### src/rtl/tpu_pkg.sv
// Shared definitions for the Mini-TPU sequencer: opcodes, FSM states and
// instruction field offsets as functions of the operand width.
package tpu_pkg;

    localparam logic [1:0] OP_START = 2'b00;
    localparam logic [1:0] OP_STOP  = 2'b01;
    localparam logic [1:0] OP_LOAD  = 2'b10;
    localparam logic [1:0] OP_STORE = 2'b11;

    typedef enum logic [1:0] {IDLE, RUN, DRAIN, DONE} state_e;

    function automatic int unsigned instr_width(input int unsigned dw);
        return dw + 12;
    endfunction

    function automatic int unsigned op_lsb(input int unsigned dw);
        return dw + 10;
    endfunction

    function automatic int unsigned sel_bit(input int unsigned dw);
        return dw + 9;
    endfunction

    function automatic int unsigned clr_bit(input int unsigned dw);
        return dw + 8;
    endfunction

    function automatic int unsigned row_lsb(input int unsigned dw);
        return dw + 4;
    endfunction

    function automatic int unsigned col_lsb(input int unsigned dw);
        return dw;
    endfunction

endpackage

### src/rtl/tpu_sequencer_if.sv
// Instruction valid/ready channel into the Mini-TPU sequencer.
interface tpu_sequencer_if
    import tpu_pkg::*;
#(
    parameter int unsigned DATA_WIDTH = 8
);
    localparam int unsigned INSTR_W = instr_width(DATA_WIDTH);

    logic [INSTR_W-1:0] instr;
    logic               instr_valid;
    logic               instr_ready;

    modport master (output instr, output instr_valid, input instr_ready);
    modport slave  (input instr, input instr_valid, output instr_ready);

endinterface

### src/rtl/tpu_skew_gen.sv
// Skewed per-lane read enable / element select: lane i reads elements
// 0..N-1 while cnt runs from i+1 to i+N.
module tpu_skew_gen #(
    parameter int unsigned ARRAY_SIZE = 4,
    parameter int unsigned CNT_W      = 4,
    localparam int unsigned IDX_W     = $clog2(ARRAY_SIZE)
) (
    input  logic                        run,
    input  logic [CNT_W-1:0]            cnt,
    output logic [ARRAY_SIZE-1:0]       read_enable,
    output logic [ARRAY_SIZE*IDX_W-1:0] read_elem
);

    always_comb begin
        read_enable = '0;
        read_elem   = '0;
        for (int unsigned i = 0; i < ARRAY_SIZE; i++) begin
            if (run && (cnt >= CNT_W'(i + 1)) && (cnt <= CNT_W'(i + ARRAY_SIZE))) begin
                read_enable[i]              = 1'b1;
                read_elem[i*IDX_W +: IDX_W] = IDX_W'(cnt - CNT_W'(i + 1));
            end
        end
    end

endmodule

### src/rtl/tpu_sequencer.sv
// Mini-TPU control unit: decodes LOAD/STORE/START/STOP instructions and runs
// the RUN/DRAIN/DONE sequence that feeds the NxN systolic array.
module tpu_sequencer
    import tpu_pkg::*;
#(
    parameter int unsigned ARRAY_SIZE   = 4,
    parameter int unsigned DATA_WIDTH   = 8,
    parameter int unsigned DRAIN_CYCLES = ARRAY_SIZE,
    localparam int unsigned IDX_W       = $clog2(ARRAY_SIZE),
    localparam int unsigned INSTR_W     = instr_width(DATA_WIDTH)
) (
    input  logic                        clk,
    input  logic                        rst_n,
    tpu_sequencer_if.slave              cmd,
    output logic [DATA_WIDTH-1:0]       mema_data_in,
    output logic [DATA_WIDTH-1:0]       memb_data_in,
    output logic                        mema_write_enable,
    output logic                        memb_write_enable,
    output logic [IDX_W-1:0]            mema_write_line,
    output logic [IDX_W-1:0]            memb_write_line,
    output logic [IDX_W-1:0]            mema_write_elem,
    output logic [IDX_W-1:0]            memb_write_elem,
    output logic [ARRAY_SIZE-1:0]       read_enable,
    output logic [ARRAY_SIZE*IDX_W-1:0] read_elem,
    output logic                        array_enable,
    output logic                        array_clear,
    output logic [IDX_W-1:0]            array_output_row,
    output logic [IDX_W-1:0]            array_output_column,
    output logic                        busy,
    output logic                        done,
    output logic                        cmd_error
);

    localparam int unsigned CNT_MAX =
        (2 * ARRAY_SIZE > DRAIN_CYCLES) ? 2 * ARRAY_SIZE : DRAIN_CYCLES;
    localparam int unsigned CNT_W   = $clog2(CNT_MAX + 1);
    localparam int unsigned OP_LSB  = op_lsb(DATA_WIDTH);
    localparam int unsigned SEL_BIT = sel_bit(DATA_WIDTH);
    localparam int unsigned CLR_BIT = clr_bit(DATA_WIDTH);
    localparam int unsigned ROW_LSB = row_lsb(DATA_WIDTH);
    localparam int unsigned COL_LSB = col_lsb(DATA_WIDTH);

    localparam logic [CNT_W-1:0] RUN_LAST   = CNT_W'(2 * ARRAY_SIZE);
    localparam logic [CNT_W-1:0] DRAIN_LAST = CNT_W'(DRAIN_CYCLES);
    localparam logic [CNT_W-1:0] CNT_ONE    = CNT_W'(1);
    localparam logic [4:0]       IDX_LIMIT  = 5'(ARRAY_SIZE);

    logic [INSTR_W-1:0]    instr;
    logic [1:0]            op;
    logic                  sel, clr;
    logic [3:0]            row, col;
    logic [DATA_WIDTH-1:0] imm;
    logic                  ready, accept, in_range, is_mem_op, run;

    state_e            state_q, state_d;
    logic [CNT_W-1:0]  cnt_q, cnt_d;
    logic              clr_q, clr_d;

    assign instr = cmd.instr;
    assign op    = instr[OP_LSB +: 2];
    assign sel   = instr[SEL_BIT];
    assign clr   = instr[CLR_BIT];
    assign row   = instr[ROW_LSB +: 4];
    assign col   = instr[COL_LSB +: 4];
    assign imm   = instr[DATA_WIDTH-1:0];

    // STOP must be accepted mid-run, so ready also depends on the opcode.
    assign ready           = (state_q == IDLE) || (op == OP_STOP);
    assign cmd.instr_ready = ready;
    assign accept          = cmd.instr_valid && ready;
    assign in_range        = ({1'b0, row} < IDX_LIMIT) && ({1'b0, col} < IDX_LIMIT);
    assign is_mem_op       = (op == OP_LOAD) || (op == OP_STORE);

    always_ff @(posedge clk or negedge rst_n) begin
        if (!rst_n) begin
            state_q <= IDLE;
            cnt_q   <= '0;
            clr_q   <= 1'b0;
        end else begin
            state_q <= state_d;
            cnt_q   <= cnt_d;
            clr_q   <= clr_d;
        end
    end

    always_comb begin
        state_d = state_q;
        cnt_d   = cnt_q;
        clr_d   = clr_q;
        unique case (state_q)
            IDLE: begin
                if (accept && (op == OP_START)) begin
                    state_d = RUN;
                    cnt_d   = CNT_ONE;
                    clr_d   = clr;
                end
            end
            RUN: begin
                if (accept && (op == OP_STOP)) begin
                    state_d = IDLE;
                    cnt_d   = '0;
                end else if (cnt_q == RUN_LAST) begin
                    state_d = DRAIN;
                    cnt_d   = CNT_ONE;
                end else begin
                    cnt_d = cnt_q + CNT_ONE;
                end
            end
            DRAIN: begin
                if (accept && (op == OP_STOP)) begin
                    state_d = IDLE;
                    cnt_d   = '0;
                end else if (cnt_q == DRAIN_LAST) begin
                    state_d = DONE;
                    cnt_d   = '0;
                end else begin
                    cnt_d = cnt_q + CNT_ONE;
                end
            end
            DONE: begin
                state_d = IDLE;
                cnt_d   = '0;
            end
            default: state_d = IDLE;
        endcase
    end

    always_comb begin
        run         = 1'b0;
        busy        = 1'b0;
        done        = 1'b0;
        array_clear = 1'b0;
        unique case (state_q)
            RUN: begin
                run         = 1'b1;
                busy        = 1'b1;
                array_clear = clr_q && (cnt_q == CNT_ONE);
            end
            DRAIN:   busy = 1'b1;
            DONE:    done = 1'b1;
            default: ;
        endcase
        array_enable = busy;
    end

    always_ff @(posedge clk or negedge rst_n) begin
        if (!rst_n) begin
            mema_data_in        <= '0;
            memb_data_in        <= '0;
            mema_write_enable   <= 1'b0;
            memb_write_enable   <= 1'b0;
            mema_write_line     <= '0;
            memb_write_line     <= '0;
            mema_write_elem     <= '0;
            memb_write_elem     <= '0;
            array_output_row    <= '0;
            array_output_column <= '0;
            cmd_error           <= 1'b0;
        end else begin
            mema_write_enable <= 1'b0;
            memb_write_enable <= 1'b0;
            cmd_error         <= accept && is_mem_op && !in_range;
            if (accept && in_range) begin
                if (op == OP_LOAD) begin
                    if (sel) begin
                        memb_write_enable <= 1'b1;
                        memb_data_in      <= imm;
                        memb_write_line   <= row[IDX_W-1:0];
                        memb_write_elem   <= col[IDX_W-1:0];
                    end else begin
                        mema_write_enable <= 1'b1;
                        mema_data_in      <= imm;
                        mema_write_line   <= row[IDX_W-1:0];
                        mema_write_elem   <= col[IDX_W-1:0];
                    end
                end else if (op == OP_STORE) begin
                    array_output_row    <= row[IDX_W-1:0];
                    array_output_column <= col[IDX_W-1:0];
                end
            end
        end
    end

    tpu_skew_gen #(
        .ARRAY_SIZE (ARRAY_SIZE),
        .CNT_W      (CNT_W)
    ) u_skew_gen (
        .run         (run),
        .cnt         (cnt_q),
        .read_enable (read_enable),
        .read_elem   (read_elem)
    );

endmodule

### src/flat_wrapper.sv
// flat-port wrapper written by rule: the top's interface ports become plain ports
module tpu_sequencer_flat import tpu_pkg::*;
#(
    parameter int unsigned ARRAY_SIZE   = 4,
    parameter int unsigned DATA_WIDTH   = 8,
    parameter int unsigned DRAIN_CYCLES = ARRAY_SIZE,
    localparam int unsigned IDX_W       = $clog2(ARRAY_SIZE),
    localparam int unsigned INSTR_W     = instr_width(DATA_WIDTH)
)
  (clk, rst_n, mema_data_in, memb_data_in, mema_write_enable, memb_write_enable, mema_write_line, memb_write_line, mema_write_elem, memb_write_elem, read_enable, read_elem, array_enable, array_clear, array_output_row, array_output_column, busy, done, cmd_error, cmd_instr, cmd_instr_valid, cmd_instr_ready);
  tpu_sequencer_if #(.DATA_WIDTH(DATA_WIDTH)) cmd_i ();
  input  logic clk;
  input  logic rst_n;
  output logic [DATA_WIDTH-1:0] mema_data_in;
  output logic [DATA_WIDTH-1:0] memb_data_in;
  output logic mema_write_enable;
  output logic memb_write_enable;
  output logic [IDX_W-1:0] mema_write_line;
  output logic [IDX_W-1:0] memb_write_line;
  output logic [IDX_W-1:0] mema_write_elem;
  output logic [IDX_W-1:0] memb_write_elem;
  output logic [ARRAY_SIZE-1:0] read_enable;
  output logic [ARRAY_SIZE*IDX_W-1:0] read_elem;
  output logic array_enable;
  output logic array_clear;
  output logic [IDX_W-1:0] array_output_row;
  output logic [IDX_W-1:0] array_output_column;
  output logic busy;
  output logic done;
  output logic cmd_error;
  input wire logic [$bits(cmd_i.instr)-1:0] cmd_instr;
  input wire logic [$bits(cmd_i.instr_valid)-1:0] cmd_instr_valid;
  output wire logic [$bits(cmd_i.instr_ready)-1:0] cmd_instr_ready;
  assign cmd_i.instr = cmd_instr;
  assign cmd_i.instr_valid = cmd_instr_valid;
  assign cmd_instr_ready = cmd_i.instr_ready;
  tpu_sequencer #(.ARRAY_SIZE(ARRAY_SIZE), .DATA_WIDTH(DATA_WIDTH), .DRAIN_CYCLES(DRAIN_CYCLES)) u_core (.clk(clk), .rst_n(rst_n), .cmd(cmd_i), .mema_data_in(mema_data_in), .memb_data_in(memb_data_in), .mema_write_enable(mema_write_enable), .memb_write_enable(memb_write_enable), .mema_write_line(mema_write_line), .memb_write_line(memb_write_line), .mema_write_elem(mema_write_elem), .memb_write_elem(memb_write_elem), .read_enable(read_enable), .read_elem(read_elem), .array_enable(array_enable), .array_clear(array_clear), .array_output_row(array_output_row), .array_output_column(array_output_column), .busy(busy), .done(done), .cmd_error(cmd_error));
endmodule
### config.mk
export PLATFORM = sky130hd
export DESIGN_NAME = tpu_sequencer_flat
export DESIGN_NICKNAME = d
export VERILOG_FILES = /design/src/rtl/tpu_pkg.sv /design/src/rtl/tpu_sequencer_if.sv /design/src/rtl/tpu_skew_gen.sv /design/src/rtl/tpu_sequencer.sv /design/src/flat_wrapper.sv
export SDC_FILE = /design/constraint.sdc
export NUM_CORES = 1
export LEC_CHECK = 0
export CAP_MARGIN = 5
export CELL_PAD_IN_SITES_DETAIL_PLACEMENT = 0
export CELL_PAD_IN_SITES_GLOBAL_PLACEMENT = 2
export CORE_MARGIN = 3
export CORE_UTILIZATION = 39
export CTS_CLUSTER_DIAMETER = 200
export DETAILED_ROUTE_END_ITERATION = 10
export DONT_BUFFER_PORTS = 1
export HOLD_SLACK_MARGIN = 0.06
export PLACE_DENSITY = 0.8
export SLEW_MARGIN = 20
export SYNTH_ARGS = -nofsm -noshare
export SYNTH_HDL_FRONTEND = slang
export SYNTH_SLANG_ARGS = --single-unit
### constraint.sdc
create_clock -name clk -period 2.4 [get_ports clk]
set_input_delay 0.48 -clock clk [delete_from_list [all_inputs] [get_ports clk]]
set_output_delay 0.48 -clock clk [all_outputs]
set_load 0.02 [all_outputs]
==> summary.md <==
| Metric | Value |
|---|---|
| Status | finished clean |
| Root Driver | clkbuf_8 |
| EDFF count, synth | 0 |
| DP Area | 0.00197 mm² |
| Seq pwr share | 0.408 |
| Async SR Flop Fraction | 1.00 |
| Final period util | 0.949 |
| Via Count | ~1.2k |
| Top cell type's share of synthesized area | 0.505 |
| Synthesized area per cell | 12.6 µm² |
| CTS tree | yes |
| # diodes | 0 |
| Multi-input gate area | just under 900 µm² |
| Final nets | between 150 and 200 |
| H-tree depth | 2 |
| WL final | 4.00 mm |
| Mapped Area | 0.00188 mm² |
| Commonest cells post-synth | 38 x dfrtp_1, 20 x mux2_2, 10 x inv_1, 9 x mux2_4 |
| Netlist cell types | 40 |
| Setup crit end kind | output pin |
| Clk pwr share | 0.244 |
| HPWL Detailed | slightly below 3 mm |
| Switching part of the total | 0.386 |
| Critical path's largest stage delay | around 420 ps |
| Leakage | 1.06 nW |
| CTS Buf Count | 5 |
| Gp weighted congestion | ~0.72 |
| Total GRT Usage | 0.140 |
| Clock Skews | roughly 8.5 ps |
| Slowest CP cell | dfrtp_1 |
| Primary FF master, synth | dfrtp_1 |
| R2R depth | 6 |
| Final setup fails | 0 |
| Sequential Area | about 950 µm² |
| Power Density | 1040 mW/mm² |
| Hold Crit Depth | 1 |
| Pins over their slew limit | 0 |
| First-pass detailed-route iteration total | 4 |
| HP Class | primary input to flip-flop |
| Cell taking the most area after synthesis | dfrtp_1 |
| Largest net degree at the start of global routing | 39 |
| Final hold vios | 0 |
| Post-CTS setup buffers | 0 |
| Fmax | between 0.4 and 0.5 GHz |
| Mapped Nets | roughly 180 |
| Most numerous cell in the Yosys netlist | dfrtp_1 |
| Die H | approximately 76 µm |
| WP data required | 1920 ps |
| Port bufs | 0 |
| Cell family with most CP delay | buffers and inverters |
| Vias in the first global route | 1248 |
| RSZ-0062 raised after global routing | yes |
| Routed len/inst | between 15 and 20 µm |
| Logic pwr share | 0.348 |
| DIE AREA | about 0.0057 mm² |
| Crit Path Class | flip-flop to output pin |
| Clock sinks | 38 |
| Vias per cell | approximately 5.6 |
| P_int | 1.36 mW |
| DRT iter0 DRCs | between 60 and 70 |
| Initial antenna violation count | 0 |
| Total grt overflow | 0 |
| # rows | 24 |
| Worst rel slew slack | 0.680 |
| Initial Utilization | 0.418 |
| Top cells by area, synth | dfrtp_1 50%, mux2_2 12%, mux2_4 7.2%, ha_1 5.3%, inv_1 2.0% |
| Register bit total from synthesis | 38 |
| Synth warn | 0 |
| Max FO, Critical Path | 6 |
| Die width | around 76 µm |
| IO Count | 71 |
| DRT antenna net count | 0 |
| First-pass GRT wire length | about 6 mm |
| Critical path cell sequence | inv_1, ha_4, nor2b_2, buf_4, o21ai_1, nor3_1, buf_4 |
| Fill cells | 420 |
| Fin area | between 0.002 and 0.0025 mm² |
| Worst Slack Setup Final | between 100 and 150 ps |
| Psw | around 0.85 mW |
| Seq/Total Area, Yosys | 0.505 |
| Worst-path clk slew | approximately 80 ps |
| Mapped Cells | 150 |
| Buffers plus inverters on the worst setup path | 3 |
| Crit path launch type | flip-flop |
| Drc violations | 0 |
| Clock Path Buffers | 2 |
| Worst Tran Pin Value | between 400 and 500 ps |
| WP depth | 7 |
| Max-cap viol count | 0 |
| Fin crit period | 2280 ps |
| Cell repeated most along the worst path | buf_4 |
| Clock latency on the worst-skew pair | ~280 ps |
| Area grow syn2layout | 12.7% |
| Fraction of layout cells with a size suffix above 1 | 0.327 |
| DP Worst Slack | approximately 210 ps |
| WP data arrival | about 1800 ps |
| Peak VDD IR | 0.499 mV |
| Core Area | 0.00450 mm² |
==> path summary, 6_finish.rpt <==
| kind | start | endpoint | slack, ps |
|---|---|---|---|
| worst max-delay path | u_core.state_q[1]$_DFFE_PN0P_ | read_elem[2] | 120 |
| worst min-delay path | cmd_instr[8] | u_core.array_output_column[0]$_DFFE_PN0P_ | 340 |
| max in group asynchronous | rst_n | u_core.cnt_q[0]$_DFFE_PN0P_ | 1530 |
| worst max register to register | u_core.state_q[0]$_DFFE_PN0P_ | u_core.memb_data_in[6]$_DFFE_PN0P_ | 360 |
| worst min register to register | u_core.clr_q$_DFFE_PN0P_ | u_core.clr_q$_DFFE_PN0P_ | 510 |
| min in group asynchronous | rst_n | u_core.state_q[0]$_DFFE_PN0P_ | 670 |
==> power by group through the flow <==
| stage | sequential, mW | combinational, mW | clock, mW |
|---|---|---|---|
| floorplan | 0.866 | 0.606 | 0 |
| global placement | 0.902 | 0.718 | 0 |
| detailed placement | 0.908 | 0.735 | 0 |
| CTS | 0.900 | 0.774 | 0.557 |
| global route | 0.918 | 0.856 | 0.584 |
| finish | 0.901 | 0.769 | 0.538 |
==> kinds of logic after synthesis <==
group           count (synthesis)  synth area share
simple gates                   39             0.134
mux                            29             0.191
fa+ha+maj                       8            0.0531
buf+inv                        16            0.0418
flops                          38             0.505
compound gates                 20            0.0750
==> repair_timing <==
action	in CTS	in global routing
pin swaps	1	2
gates cloned	0	0
gates resized for setup	3	2
endpoints found under the hold margin	38	0
setup endpoints to repair	6	6
hold buffers	2	0
==> worst register-to-register path, cell delays in order, from the launching register on <==
cell and delay [ps]:
dfrtp_1 430, inv_1 130, ha_1 190, nand3_1 180
nor2_2 160, nand3b_2 380, mux2_4 440
==> layer usage <==
layer | global-route usage | up-vias | part of all wire
met5 | 0 | - | 0
met4 | 0.0311 | 0 | 0.0035
met3 | 0.0607 | 2 | 0.088
met2 | 0.215 | 46 | 0.48
met1 | 0.183 | 605 | 0.42
li1 | - | 554 | -
==> registers in the layout, indices dropped and copies added (netlist names) <==
| register | cells |
|---|---|
| u_core.memb_write_line | 2 |
| u_core.clr_q | 1 |
| u_core.memb_write_enable | 1 |
| u_core.mema_write_elem | 2 |
| u_core.mema_write_line | 2 |
| u_core.state_q | 2 |
| u_core.memb_data_in | 8 |
| u_core.memb_write_elem | 2 |
| u_core.cnt_q | 4 |
| u_core.array_output_row | 2 |
| u_core.mema_data_in | 8 |
| u_core.cmd_error | 1 |
| u_core.mema_write_enable | 1 |
| u_core.array_output_column | 2 |
==> cell usage in the layout (no fill, tap or decap), drive strengths merged, types with 2 or more instances in the layout <==
| master | synthesis | final |
|---|---|---|
| mux2 | 29 | 29 |
| and2 | 2 | 2 |
| nand3b | 3 | 3 |
| a21oi | 4 | 4 |
| o21ai | 4 | 4 |
| nand3 | 3 | 3 |
| nor3b | 2 | 2 |
| ha | 8 | 8 |
| nor2 | 9 | 9 |
| nor2b | 3 | 3 |
| inv | 10 | 10 |
| nand2b | 3 | 3 |
| dfrtp | 38 | 38 |
| and3 | 2 | 2 |
| nand2 | 2 | 2 |
| a21o | 2 | 2 |
| buf | 3 | 9 |
| clkbuf | 3 | 6 |
| nor3 | 4 | 4 |
==> final cells by class <==
| type | count | share of cell area |
|---|---|---|
| clock buffer | 6 | 0.0342 |
| sequential | 38 | 0.448 |
| inverter | 10 | 0.0177 |
| clock inverter | 2 | 0.0177 |
| tap | 52 | 0.0306 |
| timing repair buffer | 10 | 0.0424 |
| multi-input combinational | 96 | 0.409 |
==> stage by stage <==
| step | cells | hold WS (ps) | util | TNS, ps | total power [mW] |
|---|---|---|---|---|---|
| floorplan | 150 | 184 | - | 0 | 1.47 |
| global placement | 204 | 186 | 0.437 | 0 | 1.62 |
| detailed placement | 204 | 186 | 0.437 | 0 | 1.64 |
| CTS | 214 | 326 | 0.471 | 0 | 2.23 |
| global route | 214 | 322 | 0.472 | -27.7 | 2.36 |
| finish | 214 | 341 | 0.472 | 0 | 2.21 |
No activity file was read; power rests on OpenSTA's default activity.
